[src/rtl/gemm_tile_sequencer.sv]
// Tiled-GEMM sequencer: walks (m, n, k) tile steps, drives A/B/C SRAM addresses and
// aligns MAC valid/clear/last and C write strobes to the data path via a tag delay line.
module gemm_tile_sequencer #(
    parameter int unsigned AddrWidth     = 12,
    parameter int unsigned SizeAddrWidth = 8,
    parameter int unsigned ReadLatency   = 1,
    parameter int unsigned PipeLatency   = 2
) (
    input  logic                     clk_i,
    input  logic                     rst_i,
    input  logic                     start_i,
    input  logic [SizeAddrWidth-1:0] M_size_i,
    input  logic [SizeAddrWidth-1:0] K_size_i,
    input  logic [SizeAddrWidth-1:0] N_size_i,
    input  logic                     order_i,
    input  logic [AddrWidth-1:0]     a_base_i,
    input  logic [AddrWidth-1:0]     b_base_i,
    input  logic [AddrWidth-1:0]     c_base_i,
    input  logic                     stall_i,
    output logic [AddrWidth-1:0]     sram_a_addr_o,
    output logic [AddrWidth-1:0]     sram_b_addr_o,
    output logic [AddrWidth-1:0]     sram_c_addr_o,
    output logic                     sram_c_we_o,
    output logic                     mac_valid_o,
    output logic                     acc_clr_o,
    output logic                     acc_last_o,
    output logic                     busy_o,
    output logic                     done_o,
    output logic                     err_o
);

    localparam int unsigned ProdWidth = 2 * SizeAddrWidth;
    localparam int unsigned LineDepth = ReadLatency + PipeLatency;

    typedef enum logic [1:0] {
        IDLE,
        RUN,
        DRAIN,
        DONE
    } state_e;

    typedef struct packed {
        logic                     valid;
        logic                     first;
        logic                     last;
        logic [SizeAddrWidth-1:0] m;
        logic [SizeAddrWidth-1:0] n;
    } tag_t;

    state_e state_q, state_d;

    logic [SizeAddrWidth-1:0] m_size_q, k_size_q, n_size_q;
    logic                     order_q;
    logic [AddrWidth-1:0]     a_base_q, b_base_q, c_base_q;

    logic [SizeAddrWidth-1:0] m_q, n_q, k_q;
    logic [SizeAddrWidth-1:0] m_nx, n_nx, k_nx;
    logic                     m_last_c, n_last_c, k_last_c, final_c;

    logic accept_c, zero_start_c, issue_c, line_empty_c;

    tag_t line_q [LineDepth];
    tag_t tag_in_c;

    logic [ProdWidth-1:0] a_off_c, b_off_c, c_off_c;
    logic [AddrWidth-1:0] a_nx_addr_c, b_nx_addr_c, c_wr_addr_c;
    logic [AddrWidth-1:0] a_addr_q, b_addr_q, c_hold_q;
    logic                 busy_q, done_q, err_q;

    assign k_last_c = (k_q == k_size_q - SizeAddrWidth'(1));
    assign n_last_c = (n_q == n_size_q - SizeAddrWidth'(1));
    assign m_last_c = (m_q == m_size_q - SizeAddrWidth'(1));
    assign final_c  = k_last_c & n_last_c & m_last_c;

    // Step successor: k innermost, then n or m depending on the latched order.
    always_comb begin
        k_nx = k_q + SizeAddrWidth'(1);
        n_nx = n_q;
        m_nx = m_q;
        if (k_last_c) begin
            k_nx = '0;
            if (!order_q) begin
                if (n_last_c) begin
                    n_nx = '0;
                    m_nx = m_q + SizeAddrWidth'(1);
                end else begin
                    n_nx = n_q + SizeAddrWidth'(1);
                end
            end else begin
                if (m_last_c) begin
                    m_nx = '0;
                    n_nx = n_q + SizeAddrWidth'(1);
                end else begin
                    m_nx = m_q + SizeAddrWidth'(1);
                end
            end
        end
    end

    // A/B addresses for the next step; C address for the beat leaving the delay line.
    always_comb begin
        a_off_c     = ProdWidth'(m_nx) * ProdWidth'(k_size_q);
        b_off_c     = ProdWidth'(n_nx) * ProdWidth'(k_size_q);
        c_off_c     = ProdWidth'(line_q[LineDepth-1].m) * ProdWidth'(n_size_q);
        a_nx_addr_c = a_base_q + AddrWidth'(a_off_c) + AddrWidth'(k_nx);
        b_nx_addr_c = b_base_q + AddrWidth'(b_off_c) + AddrWidth'(k_nx);
        c_wr_addr_c = c_base_q + AddrWidth'(c_off_c) + AddrWidth'(line_q[LineDepth-1].n);
    end

    always_comb begin
        tag_in_c.valid = issue_c;
        tag_in_c.first = (k_q == '0);
        tag_in_c.last  = k_last_c;
        tag_in_c.m     = m_q;
        tag_in_c.n     = n_q;
    end

    // The final entry is being consumed this cycle, so only earlier stages count.
    always_comb begin
        line_empty_c = 1'b1;
        for (int i = 0; i < int'(LineDepth) - 1; i++) begin
            if (line_q[i].valid) begin
                line_empty_c = 1'b0;
            end
        end
    end

    always_comb begin
        state_d      = state_q;
        accept_c     = 1'b0;
        zero_start_c = 1'b0;
        issue_c      = 1'b0;
        case (state_q)
            IDLE: begin
                if (start_i) begin
                    if ((M_size_i == '0) || (K_size_i == '0) || (N_size_i == '0)) begin
                        zero_start_c = 1'b1;
                    end else begin
                        accept_c = 1'b1;
                        state_d  = RUN;
                    end
                end
            end
            RUN: begin
                if (!stall_i) begin
                    issue_c = 1'b1;
                    if (final_c) begin
                        state_d = DRAIN;
                    end
                end
            end
            DRAIN: begin
                if (!stall_i && line_empty_c) begin
                    state_d = DONE;
                end
            end
            DONE: begin
                state_d = IDLE;
            end
            default: begin
                state_d = IDLE;
            end
        endcase
    end

    always_ff @(posedge clk_i) begin
        if (rst_i) begin
            state_q <= IDLE;
        end else begin
            state_q <= state_d;
        end
    end

    always_ff @(posedge clk_i) begin
        if (rst_i) begin
            m_size_q <= '0;
            k_size_q <= '0;
            n_size_q <= '0;
            order_q  <= 1'b0;
            a_base_q <= '0;
            b_base_q <= '0;
            c_base_q <= '0;
            m_q      <= '0;
            n_q      <= '0;
            k_q      <= '0;
            a_addr_q <= '0;
            b_addr_q <= '0;
            c_hold_q <= '0;
            busy_q   <= 1'b0;
            done_q   <= 1'b0;
            err_q    <= 1'b0;
            for (int i = 0; i < int'(LineDepth); i++) begin
                line_q[i] <= '0;
            end
        end else begin
            if (accept_c) begin
                m_size_q <= M_size_i;
                k_size_q <= K_size_i;
                n_size_q <= N_size_i;
                order_q  <= order_i;
                a_base_q <= a_base_i;
                b_base_q <= b_base_i;
                c_base_q <= c_base_i;
                m_q      <= '0;
                n_q      <= '0;
                k_q      <= '0;
                a_addr_q <= a_base_i;
                b_addr_q <= b_base_i;
            end else if (issue_c && !final_c) begin
                m_q      <= m_nx;
                n_q      <= n_nx;
                k_q      <= k_nx;
                a_addr_q <= a_nx_addr_c;
                b_addr_q <= b_nx_addr_c;
            end
            // Stall freezes the tags in place so held read data pairs with its beat.
            if (!stall_i) begin
                line_q[0] <= tag_in_c;
                for (int i = 1; i < int'(LineDepth); i++) begin
                    line_q[i] <= line_q[i-1];
                end
            end
            if (sram_c_we_o) begin
                c_hold_q <= c_wr_addr_c;
            end
            busy_q <= (state_d == RUN) || (state_d == DRAIN);
            done_q <= zero_start_c || ((state_q == DRAIN) && (state_d == DONE));
            err_q  <= zero_start_c;
        end
    end

    assign sram_a_addr_o = a_addr_q;
    assign sram_b_addr_o = b_addr_q;
    assign sram_c_we_o   = line_q[LineDepth-1].valid & line_q[LineDepth-1].last & ~stall_i;
    assign sram_c_addr_o = sram_c_we_o ? c_wr_addr_c : c_hold_q;
    assign mac_valid_o   = line_q[ReadLatency-1].valid & ~stall_i;
    assign acc_clr_o     = mac_valid_o & line_q[ReadLatency-1].first;
    assign acc_last_o    = mac_valid_o & line_q[ReadLatency-1].last;
    assign busy_o        = busy_q;
    assign done_o        = done_q;
    assign err_o         = err_q;

endmodule

[config.mk]
export PLATFORM = sky130hd
export DESIGN_NAME = gemm_tile_sequencer
export DESIGN_NICKNAME = d
export VERILOG_FILES = /design/src/rtl/gemm_tile_sequencer.sv
export SDC_FILE = /design/constraint.sdc
export NUM_CORES = 1
export LEC_CHECK = 0
export BUFFER_PORTS_ARGS = -buffer_cell sky130_fd_sc_hd__buf_2
export CAP_MARGIN = 20
export CORE_ASPECT_RATIO = 1.1
export CORE_MARGIN = 4
export CORE_UTILIZATION = 30
export CTS_CLUSTER_DIAMETER = 100
export DETAILED_ROUTE_END_ITERATION = 8
export PLACE_DENSITY = 0.42
export SKIP_LAST_GASP = 1
export SLEW_MARGIN = 40
export SYNTH_ARGS = -nofsm -noshare
export SYNTH_HDL_FRONTEND = slang
export SYNTH_SLANG_ARGS = --single-unit
[constraint.sdc]
create_clock -name clk_i -period 10.5 [get_ports clk_i]
set_input_delay 0.525 -clock clk_i [delete_from_list [all_inputs] [get_ports clk_i]]
set_output_delay 0.525 -clock clk_i [all_outputs]
set_load 0.02 [all_outputs]
Word-level counts from Yosys, hierarchy flattened

Memories as Yosys holds them, arrays and structs flattened.
Index checks and enable logic that the tools add are counted.

Memories: 1
Input port bits: 65
Logic and storage cells: 106
Output and inout port bits: 43
Bits in registers: 126
RAM bits: 57

Multipliers: 3
Reductions and logical operators: 16
Muxes and demuxes: 37
Bitwise gates (word level): 11
Eq/ne operators: 9
Add/subtract/negate cells: 12

Memories:

| memory | depth | bits a word | rd ports | clocked after Yosys merged registers in | write ports | line | source |
|---|---|---|---|---|---|---|---|
| line_q | 3     | 19          | 3        | 0                                       | 3           | 62   | `tag_t line_q [LineDepth];` |

Operators by type and width:

| operator                                                              | count |
|---|---|
| 8-bit 2-to-1 mux                                                      | 9 |
| 12-bit 2-to-1 mux                                                     | 5 |
| 19-bit 2-to-1 mux                                                     | 3 |
| 12-bit adder                                                          | 3 |
| 12-bit by 8-bit adder with 12-bit output                              | 3 |
| 8-bit by 8-bit multiplier with 12-bit output                          | 3 |
| 8-bit zero test                                                       | 4 |
| 8-bit by 1-bit adder with 8-bit output, second input constant         | 3 |
| 8-bit equality test                                                   | 3 |
| 8-bit by 1-bit subtractor with 8-bit output, second input constant    | 3 |
| 1-bit 2-to-1 mux                                                      | 14 |
| 2-bit 2-to-1 mux                                                      | 5 |
| 2-bit equality test, second input constant                            | 4 |
| 2-bit case mux with 4 select lines                                    | 1 |
| 1-bit AND                                                             | 7 |
| 2-bit by 1-bit equality test with 1-bit output, second input constant | 2 |
| 1-bit logical OR                                                      | 4 |
| 1-bit logical AND                                                     | 3 |
| 1-bit bitwise OR                                                      | 3 |
| 1-bit zero test                                                       | 2 |
| 2-bit zero test                                                       | 1 |
| 2-bit nonzero test                                                    | 1 |
| 2-bit OR reduction                                                    | 1 |
| 1-bit inverter                                                        | 1 |

Logic depth before layout (Yosys ltp)

Depth in word-level cells: 10
Depth in mapped cells: 32
Gate-level depth less buffers: 30

Worst setup path after synthesis

No wires, ideal clock.

Path kind: register to register
Start: register n_size_q[0]
End: register a_addr_q[11] (netlist: sram_a_addr_o[11])
Arrival time: 7293 ps
Library setup time: 103 ps
Stages on the path, launching flop included: 32
Setup slack: 3104 ps
Period minus slack after synthesis: 7396 ps
Buffers on the path: 3
Path through: dfxtp_1 -> clkbuf_1 -> inv_1 -> ha_1 -> or3b_1 -> or4_4 -> a2111oi_4 -> and3_4 -> o21ai_2 -> buf_6 -> o32a_1 -> buf_2 -> nand2b_1 -> fa_1 -> inv_1 -> fa_1 -> ha_1 -> fa_1 -> inv_1 -> fa_1 -> inv_1 -> ha_1 -> inv_1 -> nor2_1 -> nor2_1 -> o21ai_0 -> o41ai_1 -> o21ai_0 -> xnor2_1 -> xnor2_1 -> xnor2_1 -> a2111oi_2

Cells in the longest elaborated chain, start to end: 10

RTL lines:

| what                                            | line | source |
|---|---|---|
| start: declaration                              | 52   | `logic [SizeAddrWidth-1:0] m_size_q, k_size_q, n_size_q;` |
| start signal: assignment                        | 199  | `n_size_q <= N_size_i;` |
| 8-bit by 1-bit subtractor with 8-bit output (*) | 71   | `assign n_last_c = (n_q == n_size_q - SizeAddrWidth'(1));` |
| 8-bit equality test (*)                         | 71   |  |
| 8-bit 2-to-1 mux                                | 83   | `if (n_last_c) begin` |
| 8-bit 2-to-1 mux                                | 82   | `if (!order_q) begin` |
| 8-bit 2-to-1 mux                                | 80   | `if (k_last_c) begin` |
| 8-bit by 8-bit multiplier with 12-bit output    | 102  | `a_off_c = ProdWidth'(m_nx) * ProdWidth'(k_size_q);` |
| 12-bit adder                                    | 105  | `a_nx_addr_c = a_base_q + AddrWidth'(a_off_c) + AddrWidth'(k_nx);` |
| 12-bit by 8-bit adder with 12-bit output        | 105  |  |
| 12-bit 2-to-1 mux                               | 209  | `end else if (issue_c && !final_c) begin` |
| 12-bit 2-to-1 mux                               | 196  | `if (accept_c) begin` |
| end signal: assignment                          | 207  | `a_addr_q <= a_base_i;` |
| end signal: assignment                          | 213  | `a_addr_q <= a_nx_addr_c;` |
| end: declaration                                | 67   | `logic [AddrWidth-1:0] a_addr_q, b_addr_q, c_hold_q;` |

Mark *: on every way between the ends. The rest lies on a longest branch, timed or not. The select of a mux whose other input is x is not followed.
A chain may end at the register's enable or synchronous reset.

Worst setup path after layout

Start: register k_size_q[1]
End: register a_addr_q[11] (netlist: sram_a_addr_o[11])

Cells in the longest elaborated chain, start to end: 8

RTL lines:

| what                                         | line | source |
|---|---|---|
| start: declaration                           | 52   |  |
| start signal: assignment                     | 198  | `k_size_q <= K_size_i;` |
| 8-bit by 1-bit subtractor with 8-bit output  | 70   | `assign k_last_c = (k_q == k_size_q - SizeAddrWidth'(1));` |
| 8-bit equality test                          | 70   |  |
| 8-bit 2-to-1 mux                             | 80   |  |
| 8-bit by 8-bit multiplier with 12-bit output | 102  |  |
| 12-bit adder                                 | 105  |  |
| 12-bit by 8-bit adder with 12-bit output     | 105  |  |
| 12-bit 2-to-1 mux                            | 209  |  |
| 12-bit 2-to-1 mux                            | 196  |  |

Parallel ways exist; a longest one is shown, timed or not. The select of a mux whose other input is x is not followed.

==> impl_results.md <==
* Clock-pin slew of the registers on the worst-case setup and hold paths at about 0.080 ns
* Prevailing post-synth register cell: sky130_fd_sc_hd__dfxtp_1
* Fraction of final layout cells sized beyond drive strength 1 at 0.105
* Final total power at 1820 uW
* Sw frac at 0.318
* FFs w/ async S/R, synth at 0
* Post-synth top area cell: sky130_fd_sc_hd__fa_1
* Worst slew margin at 0.435
* Vertical die dimension at 240 um
* Clock tree from TritonCTS: done
* Count of standard-cell rows at between 80 and 90
* Non-filler instance count after layout at 2,394
* Internal power component at 1240 uW
* Max-slew violation count at 0
* Instance count of the mapped netlist at 1,676
* Antenna Diode Count at 0
* Starting density of the core at 0.305
* Arrival time at the worst endpoint at 8.98 ns
* Overflow left after global routing at 0
* Total Neg Setup Slack at 0 ns
* Final Hold Slack at 0.276 ns
* Avg Cell Area, Syn at 8.77 um2
* Status: completed
* Sequential-to-total area share from yosys stat at 0.284
* Final nets at approximately 2,000
* Worst path most repeated cell: sky130_fd_sc_hd__inv_1
* Total power density per cell area at 110 mW/mm2
* First-pass GRT wire length at 64,600 um
* Via count of the first global-routing pass at 11,600
* Actual transition at the worst max-transition pin at 0.848 ns
* Leakage Power at 0.00735 uW
* Share of Yosys cell area claimed by the top area cell type at 0.188
* CP Capture Type: flip-flop
* Setup repair after global routing missed its margin: false
* Final-report setup violation count at 0
* Count of state elements after synthesis at 181
* CTS H-tree lvls at 4
* Worst setup path category: reg -> reg
* Via count of the routed design at 11,000
* Maximum fanout encountered on the critical timing path at 16
* Area of the core at 0.0481 mm2
* Count of synthesis-stage warnings from yosys at 0
* Area of all placed cells without fillers at 0.0165 mm2
* Net Count, Synth at just under 2,000
* Wire length per cell at 16.7 um
* Final Hold Violating Endpoints at 0
* Overall fraction of global-route tracks in use at 0.160
* Post-synthesis share of cell area spent on full adders, half adders and majority gates at 0.276
* Pin count of the biggest net entering global routing at 62
* Basic-gate share of the synthesized area counting and, or, nand and nor cells at 0.202
* Post-cts resize count at 0
* Post-Synth XOR/XNOR Area at 0.0556
* Share of total power in sequential cells at 0.436
* Clock tree buffer depth at 2
* Clock period minus worst slack at 8.59 ns
* Total routed wirelength at 40,000 um
* Number of distinct library cells after synthesis at 77
* Number of iterations in the first detailed-routing pass at 5
* Relative contribution of the clock network to total power at 0.375
* Die X at 219 um
* Maximum cell stage delay along the critical path at 0.73 ns
* Crit path required time at between 10 and 15 ns
* Combinational family with the most area after synthesis: adder cells
* Routability-driven placement congestion ratio at 0.865
* Min-delay worst type: in -> reg
* Period utilization at 0.818
* Compound-Gate Fraction of Synth Area at 0.101
* Most instantiated library cell after synthesis: sky130_fd_sc_hd__nand2_1
* HPWL Detailed at 31,000 um
* Layout overhead on the synthesized area at 12.2%
* Clk_lat worst skew at approximately 0.49 ns
* Most area-consuming cells after synthesis: sky130_fd_sc_hd__fa_1 19%, sky130_fd_sc_hd__dfxtp_1 17%, sky130_fd_sc_hd__edfxtp_1 11%, sky130_fd_sc_hd__ha_1 8.9%, sky130_fd_sc_hd__nand2_1 6.9%
* Multiplexer area fraction after synthesis at 0.00366
* Full die area at 0.0526 mm2
* Setup clock skew after layout at approximately 0.012 ns
* Setup repair bufs after CTS at 0
* Fraction of power consumed by combinational cells at 0.189
* Number of buffers created by CTS at 17
* Highest achievable clock rate at 0.116 GHz
* DRC violation total after the first TritonRoute iteration at ~580
* Clock sink total at roughly 180
* Number of top-level pins at 108
* Standard cell with the maximum stage delay on the critical path: sky130_fd_sc_hd__dfxtp_1
* Max-capacitance violation count at 0
* Cell at the root of the clock tree: sky130_fd_sc_hd__clkbuf_16
* DRC violation count after routing at 0
* Antenna Violating Nets Remaining at 0
* Most common library cells after synthesis: 270 x sky130_fd_sc_hd__nand2_1, 217 x sky130_fd_sc_hd__inv_1, 138 x sky130_fd_sc_hd__fa_1
* DR vias/cell at 4.60
* Cell Area, Placed at 0.0159 mm2
* Power dissipated by switching net loads at 580 uW
* Input/output buffers at around 110
* Number of antenna violations at the first check in global routing at 0
* Placed cells at 2,362
* Number of hold buffers added after cts at 0
* Cell area after synthesis at approximately 0.015 mm2
* Worst vdd rail ir drop at 0.106 mV
* Post-synth EDFFs at 55
* CP Launch Type: flip-flop
-- sequential cells by signal, summed over array words and instances, names as in the netlist, 2 cells and up --
name and cells:
c_hold_q 12, c_base_q 12, sram_b_addr_o 12, a_base_q 12
k_size_q 8, state_q 2, m_q 8, b_base_q 12
m_size_q 8, k_q 8, line_q 55, n_size_q 8
sram_a_addr_o 12, n_q 8
-- kinds of logic after synthesis --
logic type | after synthesis
fa+ha+maj | 242
flops | 181
mux | 5
simple gates | 620
xor+xnor | 90
buf+inv | 298
compound gates | 240
-- stage by stage --
| stage | setup WS [ns] | utilization |
|---|---|---|
| 2_1_floorplan | 3.10 | - |
| 3_3_place_gp | 2.12 | 0.329 |
| 3_5_place_dp | 1.87 | 0.330 |
| 4_1_cts | 1.86 | 0.343 |
| 5_1_grt | 1.24 | 0.343 |
| 6_report | 1.91 | 0.343 |
-- cell usage in the layout (no fill, tap or decap), types with 4 or more instances in the layout --
cell type                   count
sky130_fd_sc_hd__inv_1        217
sky130_fd_sc_hd__a211oi_1      17
sky130_fd_sc_hd__xor2_1        23
sky130_fd_sc_hd__nand3_1       22
sky130_fd_sc_hd__nor2b_1        7
sky130_fd_sc_hd__fa_1         138
sky130_fd_sc_hd__dfxtp_1      126
sky130_fd_sc_hd__a21oi_1      114
sky130_fd_sc_hd__buf_2        106
sky130_fd_sc_hd__o21a_1         4
sky130_fd_sc_hd__and2_1       128
sky130_fd_sc_hd__and3_1         8
sky130_fd_sc_hd__xnor2_1       65
sky130_fd_sc_hd__or4_1          5
sky130_fd_sc_hd__o21ai_1        5
sky130_fd_sc_hd__a311oi_1       6
sky130_fd_sc_hd__edfxtp_1      55
sky130_fd_sc_hd__nor3_1        24
sky130_fd_sc_hd__nand2b_1      13
sky130_fd_sc_hd__buf_4         14
sky130_fd_sc_hd__o21bai_1      10
sky130_fd_sc_hd__ha_1         104
sky130_fd_sc_hd__nand2_1      268
sky130_fd_sc_hd__inv_6          5
sky130_fd_sc_hd__o21ai_0       36
sky130_fd_sc_hd__nor2_1       102
sky130_fd_sc_hd__clkbuf_16     18
sky130_fd_sc_hd__nor4_1         8
sky130_fd_sc_hd__inv_8          4
sky130_fd_sc_hd__or2_2          4
sky130_fd_sc_hd__a21o_1         6
-- worst max-delay path, delay by kind of cell, from the launching register on --
kind                     cells  cell delay, ns
AND/OR/NAND/NOR              6            1.41
adder cells (fa/ha/maj)      7            2.64
AO/OA/AOI/OAI                9            2.66
XOR/XNOR                     3            0.48
flip-flops                   1            0.73
buffers and inverters        5            0.54
-- layout make-up --
cell class,count,area [um2]
repair buffers,121,663
clock inverters,14,156
well taps,645,807
clock buffers,18,450
multi-input cells,1197,9430
fillers,5164,31600
flip-flops and latches,181,4170
inverters,218,818
-- power groups by stage --
| stage | registers [uW] | logic, uW | clock network [uW] |
|---|---|---|---|
| after floorplan | 801 | 240 | 0 |
| after global placement | 810 | 350 | 0 |
| after detailed placement | 811 | 353 | 0 |
| after CTS | 795 | 356 | 716 |
| after global routing | 800 | 396 | 741 |
| final | 794 | 345 | 683 |
-- worst paths after layout --
path,start,end,slack [ns],cells after the start
max,k_size_q[1],sram_a_addr_o[11],1.91,30
min,c_base_i[3],c_base_q[3],0.28,3
max reg2reg,k_size_q[1],sram_a_addr_o[11],1.91,30
min reg2reg,a_base_q[1],a_base_q[1],0.46,2
-- routing by layer --
metal / wire length [um] / global-route usage
met1: 17000 / 0.190
met2: 20700 / 0.287
met3: 1170 / 0.0321
met4: 1160 / 0.0561
met5: 0 / 0
Power figures use the tool's default switching activity.
